===== config.mk =====
export PLATFORM = sky130hd
export DESIGN_NAME = mem_writer
export DESIGN_NICKNAME = d
export VERILOG_FILES = /design/src/rtl/mem_writer_pkg.sv /design/src/rtl/mem_writer.sv
export SDC_FILE = /design/constraint.sdc
export NUM_CORES = 1
export LEC_CHECK = 0
export CORE_UTILIZATION = 40
export CTS_CLUSTER_SIZE = 10
export DETAILED_ROUTE_END_ITERATION = 6
export HOLD_SLACK_MARGIN = 0.12
export PLACE_DENSITY_LB_ADDON = 0.2
export SETUP_SLACK_MARGIN = 0.1
export SLEW_MARGIN = 0
export SYNTH_ARGS = -nofsm -noshare
export SYNTH_HDL_FRONTEND = slang
export SYNTH_SLANG_ARGS = --single-unit

===== constraint.sdc =====
create_clock -name clk -period 9.2 [get_ports clk]
set_input_delay 0.92 -clock clk [delete_from_list [all_inputs] [get_ports clk]]
set_output_delay 0.92 -clock clk [all_outputs]
set_load 0.02 [all_outputs]

===== src/rtl/mem_writer_pkg.sv =====
// Shared constants and types for the byte-serial store writer.
// Size encodings, IO address select and FSM state encoding.
package mem_writer_pkg;

  localparam logic [1:0] SIZE_B = 2'd0;
  localparam logic [1:0] SIZE_H = 2'd1;
  localparam logic [1:0] SIZE_W = 2'd2;

  localparam logic [1:0] IO_SEL = 2'b11;

  typedef enum logic {
    ST_IDLE  = 1'b0,
    ST_WRITE = 1'b1
  } state_e;

  function automatic logic [1:0] last_idx(input logic [1:0] size);
    logic [1:0] r;
    case (size)
      SIZE_B:  r = 2'd0;
      SIZE_H:  r = 2'd1;
      SIZE_W:  r = 2'd3;
      default: r = 2'd3;
    endcase
    return r;
  endfunction

endpackage


===== src/rtl/mem_writer.sv =====
// Byte-serial store writer: splits byte/half/word stores into
// single-byte memory writes, with pause and UART-full stall.
module mem_writer
  import mem_writer_pkg::*;
(
  input  logic        clk,
  input  logic        rst,
  input  logic        rdy,
  input  logic        req_valid,
  input  logic [31:0] req_addr,
  input  logic [31:0] req_data,
  input  logic [1:0]  req_size,
  output logic        req_ready,
  input  logic        io_buffer_full,
  output logic [31:0] mem_a,
  output logic [7:0]  mem_dout,
  output logic        mem_wr,
  output logic        done
);

  state_e      state_q;
  state_e      state_d;
  logic [1:0]  idx_q;
  logic [1:0]  last_q;
  logic [31:0] base_q;
  logic [31:0] data_q;
  logic        fin_q;

  logic        accept;
  logic        active;
  logic        stall;
  logic        issue;
  logic        last_byte;
  logic [31:0] cur_base;
  logic [31:0] cur_data;
  logic [1:0]  cur_idx;
  logic [1:0]  cur_last;
  logic [7:0]  byte_sel;

  assign req_ready = (state_q == ST_IDLE);

  // The accepting edge already emits byte 0, so the
  // request fields are taken straight from the inputs.
  always_comb begin
    accept    = rdy && req_valid && req_ready;
    cur_base  = accept ? req_addr : base_q;
    cur_data  = accept ? req_data : data_q;
    cur_idx   = accept ? 2'd0 : idx_q;
    cur_last  = accept ? last_idx(req_size) : last_q;
    active    = accept || (state_q == ST_WRITE && !fin_q);
    stall     = (cur_base[17:16] == IO_SEL) && io_buffer_full;
    issue     = rdy && active && !stall;
    last_byte = (cur_idx == cur_last);
  end

  always_comb begin
    byte_sel = 8'h00;
    unique case (cur_idx)
      2'd0: byte_sel = cur_data[7:0];
      2'd1: byte_sel = cur_data[15:8];
      2'd2: byte_sel = cur_data[23:16];
      2'd3: byte_sel = cur_data[31:24];
    endcase
  end

  always_comb begin
    state_d = state_q;
    unique case (state_q)
      ST_IDLE:  if (accept) state_d = ST_WRITE;
      ST_WRITE: if (rdy && fin_q) state_d = ST_IDLE;
      default:  state_d = ST_IDLE;
    endcase
  end

  always_ff @(posedge clk or posedge rst) begin
    if (rst) state_q <= ST_IDLE;
    else     state_q <= state_d;
  end

  always_ff @(posedge clk or posedge rst) begin
    if (rst) begin
      idx_q    <= 2'd0;
      last_q   <= 2'd0;
      base_q   <= 32'h0;
      data_q   <= 32'h0;
      fin_q    <= 1'b0;
      mem_a    <= 32'h0;
      mem_dout <= 8'h00;
      mem_wr   <= 1'b0;
      done     <= 1'b0;
    end else begin
      mem_wr   <= issue;
      done     <= issue && last_byte;
      mem_dout <= issue ? byte_sel : 8'h00;
      if (issue) mem_a <= cur_base + {30'h0, cur_idx};
      if (accept) begin
        base_q <= req_addr;
        data_q <= req_data;
        last_q <= last_idx(req_size);
        idx_q  <= 2'd0;
        fin_q  <= 1'b0;
      end
      if (issue) begin
        idx_q <= cur_idx + 2'd1;
        fin_q <= last_byte;
      end
    end
  end

endmodule


==> impl_results.md, run 1 <==
- Status: finished, final reports clean
- Mapped Area: 5730 um2
- Setup TNS: 0 ns
- Final Hold Fails: 0
- WL met2: 7320 um
- Pwr dens: 302 nW/um2
- Post-CTS Setup Inserts: 0
- # DRC: 0
- Multi-input logic area: 2650 um2
- Fill count: 1291
- Worst-Margin Slew: 0.972 ns
- Routed len/inst: 17.1 um
- Port bufs: 113
- Top FF cell, synth: dfrtp_1
- Drt first pass iters: 4
- Peak supply drop: 0.153 mV
- H-tree Lvls: 3
- Switching Fraction: 40.3%
- Pin count of the biggest net entering global routing: 77
- Gr usage total: 21.3%
- Global route overflow: 0
- Worst-Skew Late Latency: 0.36 ns
- Initial DRC count: 333
- Critical path data required time: 9.45 ns
- Top Metal Used: met4
- Core area: 13900 um2
- Placed instance area: 6900 um2
- Share of cells above drive strength 1: 6.70%
- Setup crit end kind: flip-flop
- First-pass GRT wire length: 24200 um
- Skew final: 0.0102 ns
- Syn_area_per_cell: 9.27 um2
- Sequential power share: 38.9%
- Final HPWL DP: 10800 um
- Max Slew Vio Count: 0
- Post-DRT Antenna Nets: 0
- Storage cell area: 2800 um2
- Crit path launch type: input port
- Fin util: 51.5%
- Min Clock Period, post-route: 4.30 ns
- Fin cells: 896
- Initial antenna violation count: 0
- Worst EP arrival: 4.54 ns
- TritonCTS clock tree: built
- Synth Warn #: 0
- Resized Gates After CTS: 0
- Layout net count: 787
- Syn Nets: 694
- Number of flops mapped to enable cells by yosys: 0
- M1 wire length: 6870 um
- Die X: 122 um
- Cell-internal power: 1300 uW
- Setup ws final: 4.90 ns
- Vias per inst: 5.51
- RSZ-0062 raised after global routing: false
- CTS sink cnt: 112
- Dpl cells: 880
- Hold Crit Class: flip-flop to flip-flop
- # IOs: 114
- Final Cell Area: 7180 um2
- RD Place Congestion: 0.883
- Worst-path fanout max: 74
- Row Count: 43
- Psw: 874 uW
- Register area share after synthesis: 48.9%
- Endpoints failing setup: 0
- CTS Buf Count: 9
- Vias: 4941
- FF+latch count, synth: 112
- Leakage: 0.00318 uW
- Total Routed Length: 15300 um
- Clk network pwr share: 17.8%
- Pre-CTS setup slack: 4.54 ns
- Clock tree buffer depth: 2
- Clock transition at path regs: 0.08 ns
- Fmax: 233 MHz
- Comb power frac: 43.3%
- Cts hold-fix bufs: 0
- Clock Tree Root: clkbuf_16
- Starting density of the core: 41.1%
- Cells after synthesis: 618
- Die height: 122 um
- ANT cells: 0
- Tcrit/Tclk final: 46.7%
- Slew HR: 35.2%
- Met3 routed WL: 837 um
- Total of max-cap violations: 0
- Kind of critical path: input port to flip-flop
- Post-synthesis cell type count: 62
- Async S/R FF share, synth: 100%
- Vias in the first global route: 4803
- Die area: 14800 um2
- Area grow syn2layout: 25.4%
-- power by group through the flow --
| stage | combinational [uW] | sequential (uW) | clock, uW |
|---|---|---|---|
| after floorplan | 546 | 906 | 0 |
| after global placement | 920 | 845 | 0 |
| after detailed placement | 944 | 854 | 0 |
| after CTS | 950 | 845 | 393 |
| after global routing | 1040 | 869 | 413 |
| final | 941 | 844 | 386 |
-- registers in the layout, summed over array words and instances (netlist names), 2 cells and up --
signal / flops
base_q: 32
mem_dout: 8
mem_a: 32
last_q: 2
data_q: 32
idx_q: 2
-- area by class of cell --
type / count / share of cell area [%]
well taps: 180 / 3.14
multi-input cells: 455 / 36.9
inverters: 17 / 0.923
flip-flops and latches: 112 / 39.0
repair buffers: 116 / 16.1
clock buffers: 10 / 3.19
clock inverters: 6 / 0.767
-- layer usage --
metal	track usage [%]	up-vias
met5	0	-
met4	8.87	0
met3	3.37	21
met2	34.9	154
met1	28.2	2396
li1	-	2370
-- placed cells by master, fill, tap and decap left out, drive strengths merged, types with 5 or more instances in the layout --
cell type / n
a21oi: 7
and2: 5
xor2: 5
xnor2: 6
o31a: 6
dfrtp: 112
mux2i: 14
o21ai: 23
clkdlybuf4s50: 113
nor2: 16
o31ai: 10
a22oi: 9
inv: 22
nor3: 9
and4: 9
a31oi: 8
nand3: 31
clkbuf: 10
ha: 5
a311oi: 8
nor4: 7
nand2: 193
o211ai: 14
nand4: 14
and3: 9
mux2: 10
-- through the flow --
step | total power, uW | hold slack [ns]
after floorplan | 1450 | 0.441
after global placement | 1770 | 0.454
after detailed placement | 1800 | 0.461
after CTS | 2190 | 0.481
after global routing | 2320 | 0.501
final | 2170 | 0.478
-- cells in the mapped netlist (3+ instances only) --
cell      instances  area, um2
a21oi_1           7       35.0
a221o_1           3       30.0
a22oi_1           9       67.6
a311oi_1          5       43.8
a311oi_2          3       45.0
a31oi_1           8       50.1
and2_1            5       31.3
and3_1            9       56.3
and4_1            9       78.8
buf_2            17       85.1
buf_4             3       22.5
buf_6             7       78.8
clkbuf_1          6       22.5
dfrtp_1         112       2800
ha_1              5       62.6
inv_1            15       56.3
mux2_2           10        113
mux2i_1          12        120
nand2_1         193        724
nand3_1          31        155
nand4_1          14       87.6
nor2_1           16       60.1
nor3_1            6       30.0
nor3_2            3       30.0
nor4_1            7       43.8
o211ai_1         11       82.6
o211ai_2          3       37.5
o21ai_0          22        110
o31a_1            6       52.6
o31ai_1          10       75.1
or3_1             3       18.8
or4_1             3       22.5
xnor2_1           6       52.6
xor2_1            5       43.8
-- critical path, stage by stage --
cell and delay, ns:
clkdlybuf4s50_1 0.52, and3b_4 0.20, buf_4 0.64, mux2i_2 0.53, or2_4 0.71, inv_2 0.36, and2_1 0.24, a221o_1 0.31
-- cells by family after synthesis --
family	Yosys count	synth area share, %
DFF	112	48.9
buffers and inverters	51	4.83
adders and majority gates	6	1.27
muxes	24	4.70
and+or+nand+nor	310	25.1
xor gates and xnor gates	11	1.68
AOI/OAI and AO/OA	104	13.5
-- final timing paths --
| kind | startpoint | end | slack [ns] | cells past startpoint |
|---|---|---|---|---|
| setup / recovery | rdy | mem_a[15] | 4.90 | 8 |
| hold / removal | data_q[9] | data_q[9] | 0.48 | 2 |
| setup reg to reg | state_q | mem_a[15] | 5.47 | 7 |
| hold reg to reg | data_q[9] | data_q[9] | 0.48 | 2 |
| max in group asynchronous | rst | base_q[16] | 6.92 | 3 |
| min in group asynchronous | rst | data_q[4] | 0.93 | 2 |
Note: power is estimated with default switching activity, not from simulation.
==> run 2: changes to the inputs <==
==> constraint.sdc (replaced) <==
create_clock -name clk -period 3.5 [get_ports clk]
set_input_delay 0.35 -clock clk [delete_from_list [all_inputs] [get_ports clk]]
set_output_delay 0.35 -clock clk [all_outputs]
set_load 0.02 [all_outputs]
==> run 2 against run 1 <==
Effect of this change: clock-buffer cell count is the same; first-iteration DRC count decreased by 15%; final area increased by 1.1%; sequential share of layout area fell by 0.42 points; clock skew shrank 0.0020 ns; wire length down 0.75%; cell count grew 0.56%; power grew to 2.7 times the previous value; combinational power grew to 2.7 times the previous value.
==> impl_results.md, run 2 (synthesized netlist as in run 1, its figures left out) <==
- Critical path data required time: 3.74 ns (-5.71 ns)
- Gr usage total: 21.4% (+0.051 points)
- Share of cells above drive strength 1: 7.49% (+0.79 points)
- Fill count: 1291 (unchanged)
- Post-DRT Antenna Nets: 0 (unchanged)
- Crit path launch type: flip-flop
- Endpoints failing setup: 0 (unchanged)
- ANT cells: 0 (unchanged)
- TritonCTS clock tree: built
- Row Count: 43 (unchanged)
- H-tree Lvls: 3 (unchanged)
- Post-CTS Setup Inserts: 0 (unchanged)
- Worst EP arrival: 3.11 ns (-1.43 ns)
- Initial DRC count: 283 (-15%)
- CTS Buf Count: 9 (unchanged)
- RD Place Congestion: 0.865 (-2.0%)
- Max Slew Vio Count: 0 (unchanged)
- Routed len/inst: 16.9 um (-1.3%)
- Global route overflow: 0 (unchanged)
- Core area: 13900 um2 (unchanged)
- Initial antenna violation count: 0 (unchanged)
- Area grow syn2layout: 26.7%
- Most frequent cells in the layout: nand2_1 (193), clkdlybuf4s50_1 (113), dfrtp_1 (112)
- Most Used Layer, Global Route: met2
- Cts hold-fix bufs: 0 (unchanged)
- Leakage: 0.00322 uW (+1.3%)
- Tcrit/Tclk final: 82.0%
- Total of max-cap violations: 0 (unchanged)
- # IOs: 114 (unchanged)
- Starting density of the core: 41.1% (unchanged)
- Pwr dens: 794 nW/um2 (+160%)
- Setup crit end kind: flip-flop
- Fmax: 348 MHz
- Multi-input logic area: 2650 um2 (unchanged)
- CTS sink cnt: 112 (unchanged)
- Layout net count: 792 (+0.64%)
- Min Clock Period, post-route: 2.87 ns
- Tot Pwr: 5760 uW (+170%)
- Worst-path fanout max: 11 (-85%)
- Drt first pass iters: 5 (+1)
- Vias per inst: 5.49 (-0.41%)
- Worst hold slack: 0.459 ns (-0.0192 ns)
- Vias: 4948 (+0.14%)
- GRT met3 Usage: 3.18% (-0.19 points)
- Slew HR: 44.0% (+8.8 points)
- Skew final: 0.00822 ns (-0.00196 ns)
- Hold Crit Class: input port to asynchronous set/reset pin
- RSZ-0062 raised after global routing: false
- Peak supply drop: 0.353 mV (+130%)
- First-pass GRT wire length: 24300 um (+0.23%)
- Worst-Margin Slew: 0.834 ns (-0.138 ns)
- Final Hold Fails: 0 (unchanged)
- Fin util: 52.1% (+0.56 points)
- Port bufs: 113 (unchanged)
- Pin count of the biggest net entering global routing: 58 (-25%)
- Total Routed Length: 15200 um (-0.75%)
- Vias in the first global route: 4791 (-0.25%)
- Resized Gates After CTS: 0 (unchanged)
- Worst-Skew Late Latency: 0.36 ns (about the same)
- Most common cell after layout, fill and taps aside: nand2_1
- Die height: 122 um (unchanged)
- Clock Tree Root: clkbuf_16
- GR Util met2: 34.7% (-0.21 points)
- Grt met1 use: 28.9% (+0.71 points)
- Kind of critical path: flip-flop to flip-flop
- Die X: 122 um (unchanged)
- Clock tree buffer depth: 2 (unchanged)
- Clock transition at path regs: 0.08 ns (about the same)
- Final HPWL DP: 10800 um (-0.25%)
- Setup TNS: 0 ns (unchanged)
- Storage cell area: 2800 um2 (unchanged)
- Status: finished, final reports clean
- # DRC: 0 (unchanged)
- Die area: 14800 um2 (unchanged)
- Biggest regs: base_q (32), data_q (32), mem_a (32)
==> run 2: changes by cell type in the layout (fill, tap and decap cells not counted) <==
cell      delta
inv_8        +1
clkinv_8     +2
buf_4        +4
inv_6        -3
clkbuf_1     -1
clkbuf_8     +1
buf_12       +1
==> run 2: metal layers <==
metal / part of all wire (%) / vias to the layer above
met5: 0 / -
met4: 1.7 / 0
met3: 5.6 / 21
met2: 47 / 155
met1: 46 / 2399
li1: - / 2373
==> run 2: final timing paths <==
path                             from    endpoint  slack (ns)  cells past startpoint
setup / recovery              state_q   mem_a[23]        0.63                      9
hold / removal                    rst    mem_a[0]        0.46                      2
setup reg to reg              state_q   mem_a[23]        0.63                      9
hold reg to reg            data_q[30]  data_q[30]        0.47                      2
max in group asynchronous         rst    mem_a[7]        2.29                      3
min in group clk           data_q[30]  data_q[30]        0.47                      2
==> run 2: power breakdown <==
part / leakage [uW] / switching [uW] / internal (uW)
Sequential: 0.00139 / 333 / 1880
Clock: 0.000153 / 520 / 529
Combinational: 0.00168 / 1450 / 1040
Total: 0.00322 / 2310 / 3460
==> run 2: critical path, cell delays in order (launching register included) <==
cell and delay, ns:
dfrtp_1 0.43, nand3b_1 0.24, nand2_1 0.15, inv_1 0.10, ha_1 0.24, maj3_1 0.38, and3_1 0.23, o211ai_2 0.49
nor3_1 0.17, a221o_1 0.32
==> run 2: cell type report <==
| cell class | instances | share of cell area, % |
|---|---|---|
| multi-input combinational | 455 | 36.5 |
| sequential | 112 | 38.6 |
| timing repair buffer | 121 | 16.6 |
| inverter | 17 | 0.913 |
| tap | 180 | 3.10 |
| clock inverter | 6 | 1.00 |
| clock buffer | 10 | 3.29 |
==> run 2: through the flow <==
stage               instance area, um2  worst slack (ns)  instances
global placement                  6950             0.367        885
finish                            7260             0.629        901
floorplan                         5730             0.191        618
detailed placement                6950             0.259        885
CTS                               7260             0.637        901
global route                      7260             0.433        901
